[src/rtl/genius_pkg.sv]
// Shared constants for the Genius game controller: state codes and the
// per-state control word driven towards the datapath.
package genius_pkg;

    localparam int STATE_W = 3;

    typedef enum logic [STATE_W-1:0] {
        S_INIT      = 3'b000,
        S_SETUP     = 3'b001,
        S_PLAY_FPGA = 3'b010,
        S_PLAY_USER = 3'b011,
        S_CHECK     = 3'b100,
        S_NEXT      = 3'b101,
        S_RESULT    = 3'b110
    } state_t;

    typedef struct packed {
        logic r1;
        logic r2;
        logic e1;
        logic e2;
        logic e3;
        logic e4;
        logic sel;
    } ctrl_t;

    localparam ctrl_t CTRL_INIT      = '{r1: 1'b1, r2: 1'b1, default: 1'b0};
    localparam ctrl_t CTRL_SETUP     = '{e1: 1'b1, default: 1'b0};
    localparam ctrl_t CTRL_PLAY_FPGA = '{e3: 1'b1, r2: 1'b1, default: 1'b0};
    localparam ctrl_t CTRL_PLAY_USER = '{e2: 1'b1, default: 1'b0};
    localparam ctrl_t CTRL_CHECK     = '{e4: 1'b1, default: 1'b0};
    localparam ctrl_t CTRL_NEXT      = '{r2: 1'b1, default: 1'b0};
    localparam ctrl_t CTRL_RESULT    = '{sel: 1'b1, default: 1'b0};

    // Unused code 111 decodes like S_INIT since the FSM heads there next.
    function automatic ctrl_t ctrl_decode(input logic [STATE_W-1:0] s);
        ctrl_t c;
        case (s)
            S_INIT:      c = CTRL_INIT;
            S_SETUP:     c = CTRL_SETUP;
            S_PLAY_FPGA: c = CTRL_PLAY_FPGA;
            S_PLAY_USER: c = CTRL_PLAY_USER;
            S_CHECK:     c = CTRL_CHECK;
            S_NEXT:      c = CTRL_NEXT;
            S_RESULT:    c = CTRL_RESULT;
            default:     c = CTRL_INIT;
        endcase
        return c;
    endfunction

endpackage

[src/rtl/key_edge.sv]
// Synchronizes the active-low ENTER key and emits a single-cycle pulse on
// each press; a key already held when reset releases is not seen as a press.
module key_edge #(
    parameter int p_sync = 2
) (
    input  logic clk_i,
    input  logic rst_ni,
    input  logic key_ni,
    output logic pulse_o
);

    localparam int VW = p_sync + 1;

    logic [p_sync-1:0] sync_q;
    logic              prev_q;
    logic [VW-1:0]     vld_q;

    // vld_q fills with ones as real key samples replace the reset-level
    // fill, so an edge is only trusted once both compared samples are real.
    always_ff @(posedge clk_i or negedge rst_ni) begin
        if (!rst_ni) begin
            sync_q <= '1;
            prev_q <= 1'b1;
            vld_q  <= '0;
        end else begin
            sync_q <= p_sync'({sync_q, key_ni});
            prev_q <= sync_q[p_sync-1];
            vld_q  <= VW'({vld_q, 1'b1});
        end
    end

    assign pulse_o = vld_q[VW-1] & prev_q & ~sync_q[p_sync-1];

endmodule

[src/rtl/controle.sv]
// Moore controller for the Genius game; control outputs are registered and
// decoded from the next state so they switch together with state_o.
module controle
    import genius_pkg::*;
#(
    parameter int p_state = 3,
    parameter int p_sync  = 2
) (
    input  logic               CLOCK_50,
    input  logic               RESET_N,
    input  logic               ENTER_N,
    input  logic               end_FPGA,
    input  logic               end_User,
    input  logic               end_time,
    input  logic               win,
    input  logic               match,
    output logic               R1,
    output logic               R2,
    output logic               E1,
    output logic               E2,
    output logic               E3,
    output logic               E4,
    output logic               SEL,
    output logic [p_state-1:0] state_o
);

    localparam logic [p_state-1:0] ST_INIT      = p_state'(S_INIT);
    localparam logic [p_state-1:0] ST_SETUP     = p_state'(S_SETUP);
    localparam logic [p_state-1:0] ST_PLAY_FPGA = p_state'(S_PLAY_FPGA);
    localparam logic [p_state-1:0] ST_PLAY_USER = p_state'(S_PLAY_USER);
    localparam logic [p_state-1:0] ST_CHECK     = p_state'(S_CHECK);
    localparam logic [p_state-1:0] ST_NEXT      = p_state'(S_NEXT);
    localparam logic [p_state-1:0] ST_RESULT    = p_state'(S_RESULT);

    logic               enter_pulse;
    logic [p_state-1:0] state_q, state_d;
    ctrl_t              ctrl_q, ctrl_d;

    key_edge #(.p_sync(p_sync)) u_key_edge (
        .clk_i  (CLOCK_50),
        .rst_ni (RESET_N),
        .key_ni (ENTER_N),
        .pulse_o(enter_pulse)
    );

    always_comb begin
        state_d = ST_INIT;
        case (state_q)
            ST_INIT:      state_d = ST_SETUP;
            ST_SETUP:     state_d = enter_pulse ? ST_PLAY_FPGA : ST_SETUP;
            ST_PLAY_FPGA: state_d = end_FPGA ? ST_PLAY_USER : ST_PLAY_FPGA;
            ST_PLAY_USER: begin
                // Timeout takes priority over a simultaneous completed entry.
                if (end_time)      state_d = ST_RESULT;
                else if (end_User) state_d = ST_CHECK;
                else               state_d = ST_PLAY_USER;
            end
            ST_CHECK:     state_d = (match && !win) ? ST_NEXT : ST_RESULT;
            ST_NEXT:      state_d = ST_PLAY_FPGA;
            ST_RESULT:    state_d = enter_pulse ? ST_INIT : ST_RESULT;
            default:      state_d = ST_INIT;
        endcase
        ctrl_d = ctrl_decode(STATE_W'(state_d));
    end

    always_ff @(posedge CLOCK_50 or negedge RESET_N) begin
        if (!RESET_N) begin
            state_q <= ST_INIT;
            ctrl_q  <= CTRL_INIT;
        end else begin
            state_q <= state_d;
            ctrl_q  <= ctrl_d;
        end
    end

    assign R1      = ctrl_q.r1;
    assign R2      = ctrl_q.r2;
    assign E1      = ctrl_q.e1;
    assign E2      = ctrl_q.e2;
    assign E3      = ctrl_q.e3;
    assign E4      = ctrl_q.e4;
    assign SEL     = ctrl_q.sel;
    assign state_o = state_q;

endmodule
[config.mk]
export PLATFORM = sky130hd
export DESIGN_NAME = controle
export DESIGN_NICKNAME = d
export VERILOG_FILES = /design/src/rtl/genius_pkg.sv /design/src/rtl/key_edge.sv /design/src/rtl/controle.sv
export SDC_FILE = /design/constraint.sdc
export NUM_CORES = 1
export LEC_CHECK = 0
export ABC_AREA = 1
export CAP_MARGIN = 25
export CELL_PAD_IN_SITES_DETAIL_PLACEMENT = 0
export CELL_PAD_IN_SITES_GLOBAL_PLACEMENT = 1
export CORE_MARGIN = 4
export CORE_UTILIZATION = 36
export CTS_BUF_LIST = sky130_fd_sc_hd__clkbuf_16
export CTS_CLUSTER_DIAMETER = 120
export DETAILED_ROUTE_END_ITERATION = 16
export GPL_ROUTABILITY_DRIVEN = 0
export MAX_ROUTING_LAYER = met4
export PLACE_DENSITY = 0.92
export SKIP_LAST_GASP = 1
export SYNTH_ARGS = -nofsm -noshare
export SYNTH_HDL_FRONTEND = slang
export SYNTH_SLANG_ARGS = --single-unit
[constraint.sdc]
create_clock -name CLOCK_50 -period 2.34 [get_ports CLOCK_50]
set_input_delay 0.585 -clock CLOCK_50 [delete_from_list [all_inputs] [get_ports CLOCK_50]]
set_output_delay 0.585 -clock CLOCK_50 [all_outputs]
set_load 0.005 [all_outputs]
==> results by stage <==
Synth:
- The synthesized netlist net count is 80.
- The cell type with the largest total area after synthesis is sky130_fd_sc_hd__dfrtp_1.
- Yosys attributes the largest share of cell area to sky130_fd_sc_hd__dfrtp_1, sky130_fd_sc_hd__dfstp_2, sky130_fd_sc_hd__nand2_1, sky130_fd_sc_hd__nand3_1, sky130_fd_sc_hd__inv_1.
- The mean cell area of the mapped netlist is 9.16 um2.
- After synthesis the cells add up to 659 um2.
- The Yosys warning count is 0.
- Counting distinct cell types in the post-synthesis netlist gives 15.
- After synthesis, the largest area contributor takes up 41.7% of total cell area.
- The register area share after synthesis is 61.7%.
- The cell count after synthesis came out at 72.
- The count of state elements after synthesis is 16.

Floorplanning:
- The overall die height is 50.8 um.
- The standard-cell row count is 15.
- The full die area is 2580 um2.
- The effective utilization at floorplan is 38.2%.
- The core box area is 1730 um2.
- The I/O pin count is 18.
- From left edge to right edge, the die measures 50.8 um.

Routing:
- The count of vias placed by the detailed router is 515.
- After detailed routing, the number of vias per cell comes to 4.36.
- The total iterations of the first detailed-routing run is 4.
- The post-detailed-route DRC marker count is 0.
- The routed length per placed instance is 10.3 um.
- The starting DRC count in detailed routing is 4.
- Once detail routing completed, the nets flagged for antenna violations numbered 0.
- The total length of routed wires is 1220 um.

Global routing:
- The via count of the first global-routing pass was 474.
- The overall track demand over capacity in global routing is 11.4%.
- The pin count of the biggest net entering global routing is 17.
- The global route total overflow is 0.
- The first global-routing pass estimated 2080 um of wire.
- The initial antenna violation count is 0.

Clock network:
- The number of gates resized after cts is 0.
- CTS built an H-tree with a depth of 1.
- The root buffer cell chosen for the clock tree is sky130_fd_sc_hd__clkbuf_16.
- The number of clock buffers inserted by TritonCTS is 3.
- The clock net in this run drives a total of 16 sinks.
- The clock passes through at most 2 buffers.
- The clock latency reported for the late side of the worst-skew pair is 0.24 ns.
- TritonCTS built the clock tree.
- The post-CTS clock slew at the launch and capture registers of the worst setup and hold paths is 0.05 ns.
- The hold buffer count at CTS is 0.
- Buffers added to address setup during post-CTS repair amount to 0.

Worst setup path:
- For the worst setup path, the data required time is 1.75 ns.
- Together, buffers and inverters on the worst path number 1.
- The largest individual stage delay along the critical path comes from the cell sky130_fd_sc_hd__dfstp_2.
- The critical setup path kind is reg -> out.
- The arrival time at the worst endpoint is 1.25 ns.
- The critical path goes through clkdlybuf4s50_1.
- Broken down by cell family, the worst path's largest delay share belongs to flip-flops.
- The highest net fanout along the worst path is 1.
- The worst setup path is captured at an output pin.
- The largest incremental delay on the critical path is 0.52 ns.
- The type of element launching the critical path is a register.

Power and ir drop:
- The clock network accounts for 26.5% of the total power.
- The highest ir drop seen on vdd is 0.696 mV.
- The total power of the final layout is 0.00123 W.
- The leakage power total is 0.472 nW.
- Of the total power, registers draw 34.9%.
- For this design the ratio of total power to cell area is 1300 nW/um2.
- The analysis attributes to net switching a power of 0.000408 W.
- In this run, the combinational gates consume 38.6% of the power.
- The internal power is 0.000817 W.
- The switching fraction of total power is 33.3%.

Placed design:
- The sum of net half-perimeters after detailed placement is 935 um.
- Summing all placed instances gives a cell area of 861 um2.
- The count of placed standard cells including taps is 114.
- The quantity of I/O buffers inserted on ports is 17.

Status:
- The run finished with clean final reports.

Cells and area:
- The repair_antennas step left the layout with diodes totalling 0.
- The utilization of the core after routing is 54.4%.
- The final cell count without fillers is 118.
- The total of fill cells in the finished design is 173.
- The final design instance area without fill is 940 um2.
- Relative to the synthesized area, the layout overhead comes to 42.5%.
- The top cell types in the final layout, fill and taps aside, are sky130_fd_sc_hd__clkdlybuf4s50_1, sky130_fd_sc_hd__nand2_1, sky130_fd_sc_hd__dfrtp_1.
- For this run, the post-layout net count is 102.
- The share of final-layout standard cells stronger than drive strength 1 is 19.4%.
- The most frequent standard cell in the layout excluding fill and tap cells is sky130_fd_sc_hd__clkdlybuf4s50_1.

Timing:
- The final critical-path required period is 1.84 ns.
- The number of hold-slack violations in the final timing report is 0.
- Setup repair after global routing left no endpoint under its margin.
- Summed over all failing endpoints, the final setup total negative slack is 0 ns.
- The final critical-path share of the clock period is 78.6%.
- The worst pin sits at a relative slew slack of 55.8%.
- The highest clock frequency the design can meet is 544 MHz.
- The final count of pins violating max slew is 0.
- The number of setup violations in the final report is 0.
- The transition time of the tightest slew-check pin is 0.661 ns.
- Across the routed clock network, the largest skew measured is 0.00137 ns.

Worst hold path:
- The min-delay analysis places its worst path in the category reg -> reg.

Job:
- The number of max-cap violations is 0.
[area by class of cell]
class                           count  area, um2  share of cell area, %
Timing Repair Buffer               17        170                   18.1
Clock buffer                        3       75.1                   7.99
Tap cell                           25       31.3                   3.33
Clock inverter                      1       3.75                  0.399
Sequential cell                    16        407                   43.3
Multi-Input combinational cell     44        208                   22.1
Inverter                           12       45.0                   4.79
[cell usage after synthesis]
| master | instances |
|---|---|
| sky130_fd_sc_hd__nand2_2 | 1 |
| sky130_fd_sc_hd__dfrtp_1 | 11 |
| sky130_fd_sc_hd__conb_1 | 1 |
| sky130_fd_sc_hd__dfstp_2 | 5 |
| sky130_fd_sc_hd__inv_1 | 9 |
| sky130_fd_sc_hd__nor3_1 | 1 |
| sky130_fd_sc_hd__nor2_2 | 4 |
| sky130_fd_sc_hd__o21ai_0 | 2 |
| sky130_fd_sc_hd__nand3_1 | 10 |
| sky130_fd_sc_hd__o21ai_1 | 1 |
| sky130_fd_sc_hd__nand3_2 | 1 |
| sky130_fd_sc_hd__nor2_1 | 8 |
| sky130_fd_sc_hd__nand2_1 | 14 |
| sky130_fd_sc_hd__nor3_2 | 1 |
| sky130_fd_sc_hd__inv_2 | 3 |
[routing by layer]
metal,GRT usage [%],part of all wire [%],up-vias
li1,-,-,263
met1,14.6,45,233
met2,16.1,48,17
met3,4.15,6.6,2
met4,5.38,0.90,0
met5,-,0,-
[state kept, by name, indices dropped and copies added (netlist names)]
signal	flops
u_key_edge.vld_q	3
u_key_edge.prev_q	1
E1	1
E4	1
E2	1
SEL	1
R1	1
u_key_edge.sync_q	2
E3	1
R2	1
state_o	3
[power by group through the flow]
| stage | combinational [W] | sequential, W | clock, W |
|---|---|---|---|
| final | 0.000473 | 0.000428 | 0.000324 |
| after floorplan | 0.000267 | 0.000428 | 0 |
| after global placement | 0.000470 | 0.000429 | 0 |
| after global routing | 0.000540 | 0.000436 | 0.000346 |
| after CTS | 0.000478 | 0.000428 | 0.000330 |
| after detailed placement | 0.000474 | 0.000431 | 0 |
[final timing paths]
path / startpoint / endpoint / slack, ns / cells after the start
max: R2$_DFF_PN1_ / R2 / 0.50 / 1
min: u_key_edge.vld_q[1]$_DFF_PN0_ / u_key_edge.vld_q[2]$_DFF_PN0_ / 0.35 / 0
max reg2reg: u_key_edge.prev_q$_DFF_PN1_ / E1$_DFF_PN0_ / 1.04 / 4
min reg2reg: u_key_edge.vld_q[1]$_DFF_PN0_ / u_key_edge.vld_q[2]$_DFF_PN0_ / 0.35 / 0
max in group asynchronous: RESET_N / state_o[2]$_DFF_PN0_ / 1.17 / 1
min in group asynchronous: RESET_N / u_key_edge.vld_q[0]$_DFF_PN0_ / 0.75 / 1
[metrics by stage]
step	worst slack [ns]	hold slack, ns
2_1_floorplan	1.10	0.289
3_3_place_gp	0.487	0.332
3_5_place_dp	0.477	0.335
4_1_cts	0.493	0.353
5_1_grt	0.466	0.356
6_report	0.501	0.349
[kinds of logic (layout without fill, tap and decap cells)]
family	after synthesis	count (layout)	synth area share, %
AOI/OAI and AO/OA	3	3	2.28
DFF	16	16	61.7
and+or+nand+nor	40	40	28.7
other	1	1	0.569
buffers and inverters	12	33	6.83
Power figures use the tool's default switching activity.
